<file path="src/rtl/tetris_pkg.sv">
// Shared constants and types for the Tetris piece generator.
// Also holds the LFSR-state to piece-candidate mapping.
package tetris_pkg;

    localparam int NUM_PIECES = 7;
    localparam int LFSR_WIDTH = 16;
    localparam logic [LFSR_WIDTH-1:0] DEFAULT_SEED = 16'hACE1;
    localparam logic [NUM_PIECES-1:0] FULL_MASK = 7'h7F;

    typedef logic [2:0] piece_t;

    // Low three bits pick the piece; the unused code 7 falls back to bits [5:3].
    function automatic piece_t map_candidate(input logic [LFSR_WIDTH-1:0] s);
        piece_t lo;
        piece_t hi;
        lo = s[2:0];
        hi = s[5:3];
        if (lo != 3'd7) begin
            return lo;
        end
        return (hi == 3'd7) ? 3'd0 : hi;
    endfunction

endpackage

</file>
<file path="src/rtl/lfsr16.sv">
// 16-bit Fibonacci LFSR, x^16+x^14+x^13+x^11+1, with seed load and zero-state guard.
// Exposes the value the register will take on the next edge.
module lfsr16
    import tetris_pkg::*;
#(
    parameter logic [LFSR_WIDTH-1:0] SEED = DEFAULT_SEED
) (
    input  logic                  clk,
    input  logic                  rst_n,
    output logic [LFSR_WIDTH-1:0] next_state
);

    // An all-zero seed would lock the register, so it is replaced by 1.
    localparam logic [LFSR_WIDTH-1:0] LOAD_VALUE = (SEED == '0) ? 16'h0001 : SEED;

    logic [LFSR_WIDTH-1:0] lfsr_reg;
    logic                  fb;

    assign fb = lfsr_reg[15] ^ lfsr_reg[13] ^ lfsr_reg[12] ^ lfsr_reg[10];

    always_comb begin
        next_state = {lfsr_reg[14:0], fb};
        if (lfsr_reg == '0) begin
            next_state = 16'h0001;
        end
    end

    always_ff @(posedge clk or negedge rst_n) begin
        if (!rst_n) begin
            lfsr_reg <= LOAD_VALUE;
        end else begin
            lfsr_reg <= next_state;
        end
    end

endmodule

</file>
<file path="src/rtl/random_num_gen.sv">
// Tetromino selector: maps LFSR output to a piece index 0..6, optionally
// dealing from a 7-bag so each aligned group of seven is a permutation.
module random_num_gen
    import tetris_pkg::*;
#(
    parameter logic [LFSR_WIDTH-1:0] SEED     = DEFAULT_SEED,
    parameter bit                    BAG_MODE = 1'b1
) (
    input  logic   clk,
    input  logic   rst_n,
    output piece_t random
);

    logic [LFSR_WIDTH-1:0] lfsr_next;
    piece_t                cand;
    piece_t                pick;
    piece_t                rot_idx [NUM_PIECES];
    logic [NUM_PIECES-1:0] free_vec;
    logic [NUM_PIECES-1:0] used_reg;
    logic [NUM_PIECES-1:0] used_set;
    logic [NUM_PIECES-1:0] used_next;

    lfsr16 #(
        .SEED(SEED)
    ) u_lfsr (
        .clk       (clk),
        .rst_n     (rst_n),
        .next_state(lfsr_next)
    );

    assign cand = map_candidate(lfsr_next);

    // Slot gi of the scan looks at piece (cand + gi) mod 7.
    for (genvar gi = 0; gi < NUM_PIECES; gi++) begin : g_rot
        logic [3:0] sum;
        logic [3:0] wrapped;
        assign sum           = {1'b0, cand} + 4'(gi);
        assign wrapped       = (sum >= 4'd7) ? (sum - 4'd7) : sum;
        assign rot_idx[gi]   = wrapped[2:0];
        assign free_vec[gi]  = ~used_reg[rot_idx[gi]];
    end

    // First free slot in scan order wins; the mask is never full here,
    // because a full bag is cleared on the edge that completes it.
    always_comb begin
        pick = cand;
        for (int i = NUM_PIECES - 1; i >= 0; i--) begin
            if (free_vec[i]) begin
                pick = rot_idx[i];
            end
        end
    end

    assign used_set  = used_reg | (7'b1 << pick);
    assign used_next = (used_set == FULL_MASK) ? '0 : used_set;

    always_ff @(posedge clk or negedge rst_n) begin
        if (!rst_n) begin
            random   <= 3'd0;
            used_reg <= '0;
        end else if (BAG_MODE) begin
            random   <= pick;
            used_reg <= used_next;
        end else begin
            random   <= cand;
            used_reg <= '0;
        end
    end

endmodule

</file>
<file path="config.mk">
export PLATFORM = sky130hd
export DESIGN_NAME = random_num_gen
export DESIGN_NICKNAME = d
export VERILOG_FILES = /design/src/rtl/tetris_pkg.sv /design/src/rtl/lfsr16.sv /design/src/rtl/random_num_gen.sv
export SDC_FILE = /design/constraint.sdc
export NUM_CORES = 1
export LEC_CHECK = 0
export CAP_MARGIN = 10
export CORE_UTILIZATION = 30
export DETAILED_ROUTE_END_ITERATION = 16
export GPL_ROUTABILITY_DRIVEN = 0
export GPL_TIMING_DRIVEN = 1
export PLACE_DENSITY_LB_ADDON = 0.08
export SLEW_MARGIN = 20
export SYNTH_ARGS = -nofsm -noshare
export SYNTH_HDL_FRONTEND = slang
export SYNTH_SLANG_ARGS = --single-unit
</file>
<file path="constraint.sdc">
create_clock -name clk -period 6.2 [get_ports clk]
set_input_delay 1.24 -clock clk [delete_from_list [all_inputs] [get_ports clk]]
set_output_delay 1.24 -clock clk [all_outputs]
set_load 0.05 [all_outputs]
</file>
Word level (Yosys, flattened, before mapping)
Cells that the tools add are included.
{"block": "word_totals", "ff_bits": 26, "inputBits": 2, "output_inout_bits": 3, "wordCells": 73}
{"block": "op_classes", "add_sub_neg": 13, "n_lt_le_gt_ge": 14, "eq_ne": 3, "shifts": 1, "n_mux": 34, "bitwise": 4, "reduce_logical": 1}
{"cell": "3-bit 2-to-1 mux", "count": 17}
{"cell": "3-bit by 4-bit < comparator with 1-bit output, second input constant", "count": 7}
{"cell": "4-bit by 3-bit >= comparator with 1-bit output, second input constant", "count": 6}
{"cell": "1-bit binary-select mux with 3-bit select", "count": 7}
{"cell": "3-bit subtractor, second input constant", "count": 7}
{"cell": "16-bit logical NOT", "count": 1}
{"cell": "16-bit 2-to-1 mux", "count": 1}
{"cell": "3-bit by 3-bit adder with 4-bit output, second input constant", "count": 3}
{"cell": "3-bit by 2-bit adder with 4-bit output, second input constant", "count": 2}
{"cell": "1-bit 2-to-1 mux", "count": 8}
{"cell": "7-bit equality test, second input constant", "count": 1}
{"cell": "7-bit 2-to-1 mux", "count": 1}
{"cell": "7-bit bitwise OR", "count": 1}
{"cell": "1-bit by 3-bit left shift with 7-bit output, first input constant", "count": 1}
{"cell": "3-bit by 1-bit adder with 4-bit output, second input constant", "count": 1}
{"cell": "3-bit equality test, second input constant", "count": 1}
{"cell": "3-bit >= comparator, second input constant", "count": 1}
{"cell": "3-bit != test, second input constant", "count": 1}
{"cell": "1-bit XOR", "count": 3}

Longest topological paths before layout
{"block": "logic_depth", "depth_word": 23, "mapped_depth": 22, "ltp_nobuf": 20}

Hierarchy
A second synthesis with hierarchy kept.
{"block": "unflattened", "hier_cells": 348, "area_unflattened_um2": 2907.8}
{"module": "random_num_gen", "n_inst": 1, "cells_per_inst": 308, "area_per_inst_um2": 2379.8}
{"module": "lfsr16", "n_inst": 1, "cells_per_inst": 40, "area_per_inst_um2": 528.0}

Worst setup path after synthesis
No wires, ideal clock.
{"block": "synth_path", "path_kind": "reg-to-reg", "start": "register u_lfsr.lfsr_reg[15]", "end": "register used_reg[0]", "setup_time_ns": 0.130, "arrival_time_ns": 4.900, "required_ns": 6.070, "slack_ns": 1.169, "stages_incl_launch_ff": 22, "path_buffers": 2, "period_less_slack_ns": 5.031, "path_cell_list": "dfstp_2 > xor2_2 > xnor2_2 > mux2i_4 > inv_4 > buf_6 > buf_6 > ha_1 > ha_1 > nand2b_1 > and3_1 > a21oi_1 > a21oi_1 > o311ai_0 > a21boi_1 > a2111o_1 > o2111ai_2 > a22oi_2 > and4b_1 > a22oi_1 > a32oi_4 > a21oi_1"}
{"block": "synth_via", "elab_chain_len": 23}
{"element": "start, declared", "line": "lfsr16.sv:16", "text": "logic [LFSR_WIDTH-1:0] lfsr_reg;"}
{"element": "start signal, assigned", "line": "lfsr16.sv:32", "text": "lfsr_reg <= next_state;"}
{"element": "1-bit XOR (3 in a row)", "line": "lfsr16.sv:19", "text": "assign fb = lfsr_reg[15] ^ lfsr_reg[13] ^ lfsr_reg[12] ^ lfsr_reg[10];"}
{"element": "16-bit 2-to-1 mux (*)", "line": "lfsr16.sv:23", "text": "if (lfsr_reg == '0) begin"}
{"element": "3-bit != test", "line": "tetris_pkg.sv:18", "text": "if (lo != 3'd7) begin"}
{"element": "1-bit 2-to-1 mux", "line": "tetris_pkg.sv:18"}
{"element": "3-bit 2-to-1 mux (*)", "line": "tetris_pkg.sv:21", "text": "return (hi == 3'd7) ? 3'd0 : hi;"}
{"element": "3-bit by 3-bit adder with 4-bit output", "line": "random_num_gen.sv:37", "text": "assign sum = {1'b0, cand} + 4'(gi);"}
{"element": "4-bit by 3-bit >= comparator with 1-bit output or 3-bit subtractor (tied branches)", "line": "random_num_gen.sv:38", "text": "assign wrapped = (sum >= 4'd7) ? (sum - 4'd7) : sum;"}
{"element": "3-bit 2-to-1 mux", "line": "random_num_gen.sv:38"}
{"element": "(+2 left out)"}
{"element": "3-bit 2-to-1 mux (6 in a row)", "line": "random_num_gen.sv:48", "text": "if (free_vec[i]) begin"}
{"element": "3-bit 2-to-1 mux (*)", "line": "random_num_gen.sv:48"}
{"element": "net pick[1]", "line": "random_num_gen.sv:16", "text": "piece_t pick;"}
{"element": "1-bit by 3-bit left shift with 7-bit output (*)", "line": "random_num_gen.sv:54", "text": "assign used_set = used_reg | (7'b1 << pick);"}
{"element": "7-bit bitwise OR (*)", "line": "random_num_gen.sv:54"}
{"element": "7-bit equality test", "line": "random_num_gen.sv:55", "text": "assign used_next = (used_set == FULL_MASK) ? '0 : used_set;"}
{"element": "7-bit 2-to-1 mux (*)", "line": "random_num_gen.sv:55"}
{"element": "net used_next[0]", "line": "random_num_gen.sv:21", "text": "logic [NUM_PIECES-1:0] used_next;"}
{"element": "end signal, assigned", "line": "random_num_gen.sv:63", "text": "used_reg <= used_next;"}
{"element": "end, declared", "line": "random_num_gen.sv:19", "text": "logic [NUM_PIECES-1:0] used_reg;"}
The timed path passes the listed nets; every way through them passes the cells marked *. The select of a mux whose other input is x is not followed.

Worst setup path in the final report
{"block": "layout_path", "start": "register u_lfsr.lfsr_reg[10]", "end": "register used_reg[3]"}
{"block": "layout_via", "elab_chain_len": 21}
{"element": "16-bit logical NOT or 1-bit XOR (tied branches)", "line": "lfsr16.sv:23, lfsr16.sv:19"}
{"element": "16-bit 2-to-1 mux (*)", "line": "lfsr16.sv:23"}
{"element": "3-bit equality test or 3-bit != test (tied branches)", "line": "tetris_pkg.sv:21, tetris_pkg.sv:18"}
{"element": "3-bit 2-to-1 mux or 1-bit 2-to-1 mux (tied branches)", "line": "tetris_pkg.sv:21, tetris_pkg.sv:18"}
{"element": "3-bit 2-to-1 mux (*)", "line": "tetris_pkg.sv:21"}
{"element": "3-bit by 3-bit adder with 4-bit output", "line": "random_num_gen.sv:37"}
{"element": "4-bit by 3-bit >= comparator with 1-bit output or 3-bit subtractor (tied branches)", "line": "random_num_gen.sv:38"}
{"element": "3-bit 2-to-1 mux", "line": "random_num_gen.sv:38"}
{"element": "(+2 left out)"}
{"element": "3-bit 2-to-1 mux (6 in a row)", "line": "random_num_gen.sv:48"}
{"element": "3-bit 2-to-1 mux (*)", "line": "random_num_gen.sv:48"}
{"element": "net pick[1]", "line": "random_num_gen.sv:16"}
{"element": "1-bit by 3-bit left shift with 7-bit output (*)", "line": "random_num_gen.sv:54"}
{"element": "7-bit bitwise OR (*)", "line": "random_num_gen.sv:54"}
{"element": "7-bit equality test", "line": "random_num_gen.sv:55"}
{"element": "7-bit 2-to-1 mux (*)", "line": "random_num_gen.sv:55"}
{"element": "net used_next[3]", "line": "random_num_gen.sv:21"}
Marked as above.

==> flow_summary_export.csv <==
group,metric,value,unit
drt,drt-vias-per-instance,5.53,
setup_path,path_cells,"xnor2_1 > xnor2_2 > mux2i_4 > inv_4 > ha_1 > ha_1 > nor2b_1 > nor2_1 > a21oi_1 > a21oi_1 > o311ai_0 > a21boi_1 > o221ai_1 > o2111ai_2 > a22oi_2 > a21boi_1 > nand3_1 > a32oi_4 > a21oi_1",
setup_path,critPathKind,"flop to flop",
final_layout,final_layout_size_suffix_gt1_frac,0.166,
setup_path,worstSetupEndpointType,"flop",
clock_tree,cts_tree,"built",
floorplan,die_w,99.9,um
yosys,ys_warn_count,0,
drt,first_pass_iters,4,
drt,wl,8.84,mm
timing,rsz0062_at_grt,"no",
yosys,synthDistinctLibCells,80,
final_layout,largest_reg_flops,16,
floorplan,start_util,0.310,
hold_path,hold_depth,0,
run_status,outcome,"completed",
timing,slew_violations,0,
drt,drc,0,
drt,vias,2516,
drt,drtIter0Drc,161,
clock_tree,clk_pin_slew_worst_paths,0.10,ns
global_routing,overflow,0,
yosys,syn_avg_cell_area,8.54,sq um
timing,fin_crit_sh,0.879,
setup_path,reg2reg_depth,19,
final_layout,fin_nets,338,
final_layout,fill_cells,999,
global_routing,grt_pass1_wl,14.4,mm
global_routing,grt_max_degree,27,
drt,drtAntennaViolNets,0,
clock_tree,cts_root_buf,"clkbuf_8",
final_layout,syn_to_final_growth,7.74,%
yosys,ys_seq_elements,26,
placement,dp.cells,451,
global_routing,track_usage,0.186,
timing,hold_slack,0.373,ns
timing,tightest_slew,0.657,ns
yosys,synth-edff-count,0,
timing,fin_tns_setup,0,ns
drt,wl_per_cell,19.4,um
flow_run,max_cap_violations,0,
timing,hold_viol_final,0,
yosys,syn_area,2880,sq um
floorplan,die_area,9990,sq um
yosys,synth.net_count,348,
clock_tree,cts-buffers-inserted,3,
floorplan,ioPinCount,5,
setup_path,cp_slowest_cell,"dfstp_2",
hold_path,hold_class,"flop to flop",
yosys,ys_seq_area_frac,0.230,
final_layout,diodes,0,
global_routing,grt_pass1_vias,2495,
final_layout,fin_cells,455,
setup_path,crit_required,6.36,ns
clock_tree,cts_resized,0,
clock_tree,cts_setup_buffers,0,
yosys,ys.flop_type,"dfrtp_1",
yosys,ys_async_sr_fraction,1.00,
final_layout,fin_util,0.334,
global_routing,antenna_found_initial,0,
setup_path,slowest_delay,0.56,ns
timing,layout_min_cycle_time,5.45,ns
placement,pre_cts_ws,0.854,ns
clock_tree,clk_path_buf_depth,2,
floorplan,core,9280,sq um
yosys,netlist_instances,337,
floorplan,num_rows,35,
setup_path,critPathMostFrequentCell,"a21oi_1",
clock_tree,h-tree-depth,1,
setup_path,startpoint_type,"flop",
timing,layout_setup_ws,0.752,ns
placement,port_buffers,4,
setup_path,r2r_slack,0.75,ns
clock_tree,clock_sinks,26,
timing,fin_skew,0.00457,ns
pwr,vdd_ir_drop_max,85.5,uV
pwr,power_leakage,1.20,nW
setup_path,path_max_fanout,9,
timing,fmax,0.184,GHz
placement,dpl.hpwl,6.65,mm
pwr,power.density,102,nW/um^2
timing,timing.slew.headroom,0.551,
floorplan,die_y,99.9,um
clock_tree,clkLatencyLatePin,0.28,ns
clock_tree,cts_hold_buf,0,
timing,finalSetupViolations,0,
setup_path,cp_data_arrival_time,5.61,ns
[per-stage QoR]
stage / instance area (sq um) / total power, W
6_report: 3100 / 0.000317
4_1_cts: 3100 / 0.000320
5_1_grt: 3100 / 0.000326
2_1_floorplan: 2880 / 0.000173
3_3_place_gp: 3030 / 0.000177
3_5_place_dp: 3030 / 0.000177
[kinds of logic after synthesis]
family          count (synthesis)  share of synthesized area
compound gates                106                      0.300
xor+xnor                       12                     0.0600
fa+ha+maj                       9                     0.0391
buf+inv                        44                     0.0652
flops                          26                      0.230
mux                            31                      0.114
simple gates                  109                      0.191
[where the power goes]
| group | internal, W | total (W) | switching [W] | leakage, nW |
|---|---|---|---|---|
| clock | 0.0000865 | 0.000143 | 0.0000570 | 0.0357 |
| sequential | 0.000170 | 0.000170 | 0 | 0.313 |
| combinational | 0.000000963 | 0.00000425 | 0.00000328 | 0.856 |
| total | 0.000257 | 0.000317 | 0.0000603 | 1.20 |
[cells in the final DEF, fill, tap and decap left out, types with 4 or more instances in the layout]
cell	instances
o21a_1	5
buf_4	11
nor2_1	30
a21oi_1	20
nand3_1	9
o21ai_1	4
xnor2_1	5
nor3_1	5
inv_1	13
o21ai_0	11
and2_1	7
dfstp_2	8
dfrtp_1	18
a21o_1	4
nand2b_1	6
mux2i_1	25
a21boi_1	4
mux2_2	4
clkdlybuf4s50_1	4
nor4_1	4
ha_1	9
nand2_1	27
[path summary, 6_finish.rpt]
check / to / start
max: used_reg[3]$_DFF_PN0_ / u_lfsr.lfsr_reg[10]$_DFF_PN1_
min: u_lfsr.lfsr_reg[7]$_DFF_PN1_ / u_lfsr.lfsr_reg[6]$_DFF_PN1_
max reg2reg: used_reg[3]$_DFF_PN0_ / u_lfsr.lfsr_reg[10]$_DFF_PN1_
min reg2reg: u_lfsr.lfsr_reg[7]$_DFF_PN1_ / u_lfsr.lfsr_reg[6]$_DFF_PN1_
max in group asynchronous: u_lfsr.lfsr_reg[5]$_DFF_PN1_ / rst_n
min in group asynchronous: u_lfsr.lfsr_reg[1]$_DFF_PN0_ / rst_n
[routing by layer]
metal	part of all wire	vias to the layer above	wire length, um	global-route usage
met4	0.011	0	95	0.0373
met3	0.039	11	347	0.0125
li1	-	1232	-	-
met5	0	-	0	0
met2	0.44	68	3900	0.297
met1	0.51	1205	4490	0.276
[cell type report]
cell class              instances  area (sq um)  area share
clock buffers                   3          41.3      0.0133
clock inverters                 1          30.0     0.00969
inverters                      14          55.1      0.0178
multi-input cells             267          2030       0.655
flip-flops and latches         26           661       0.213
well taps                     129           161      0.0521
repair buffers                 15           123      0.0395
[cell usage after synthesis, drive strengths merged (4+ instances only)]
cell	count	area, sq um
nor2	30	113
nand2	27	101
mux2i	26	273
clkbuf	23	86.3
a21oi	20	100
dfrtp	18	450
o21ai	16	83.8
inv	14	55.1
ha	9	113
nand3	9	45.0
xnor2	9	131
dfstp	8	210
and2	7	43.8
buf	7	46.3
nor3	7	45.0
nand2b	6	37.5
a21boi	5	37.5
mux2	5	56.3
o21a	5	37.5
a21o	4	30.0
nor4	4	25.0
o211ai	4	35.0
o221ai	4	58.8
[worst max-delay path, delay by kind of cell, from the launching register on]
family | cells | cell delay (ns)
AO/OA/AOI/OAI | 10 | 2.62
adder cells (fa/ha/maj) | 2 | 0.60
buffers and inverters | 1 | 0.10
AND/OR/NAND/NOR | 3 | 0.60
flip-flops | 1 | 0.56
XOR/XNOR | 2 | 0.53
multiplexers | 1 | 0.33
Note: power is estimated with default switching activity, not from simulation.
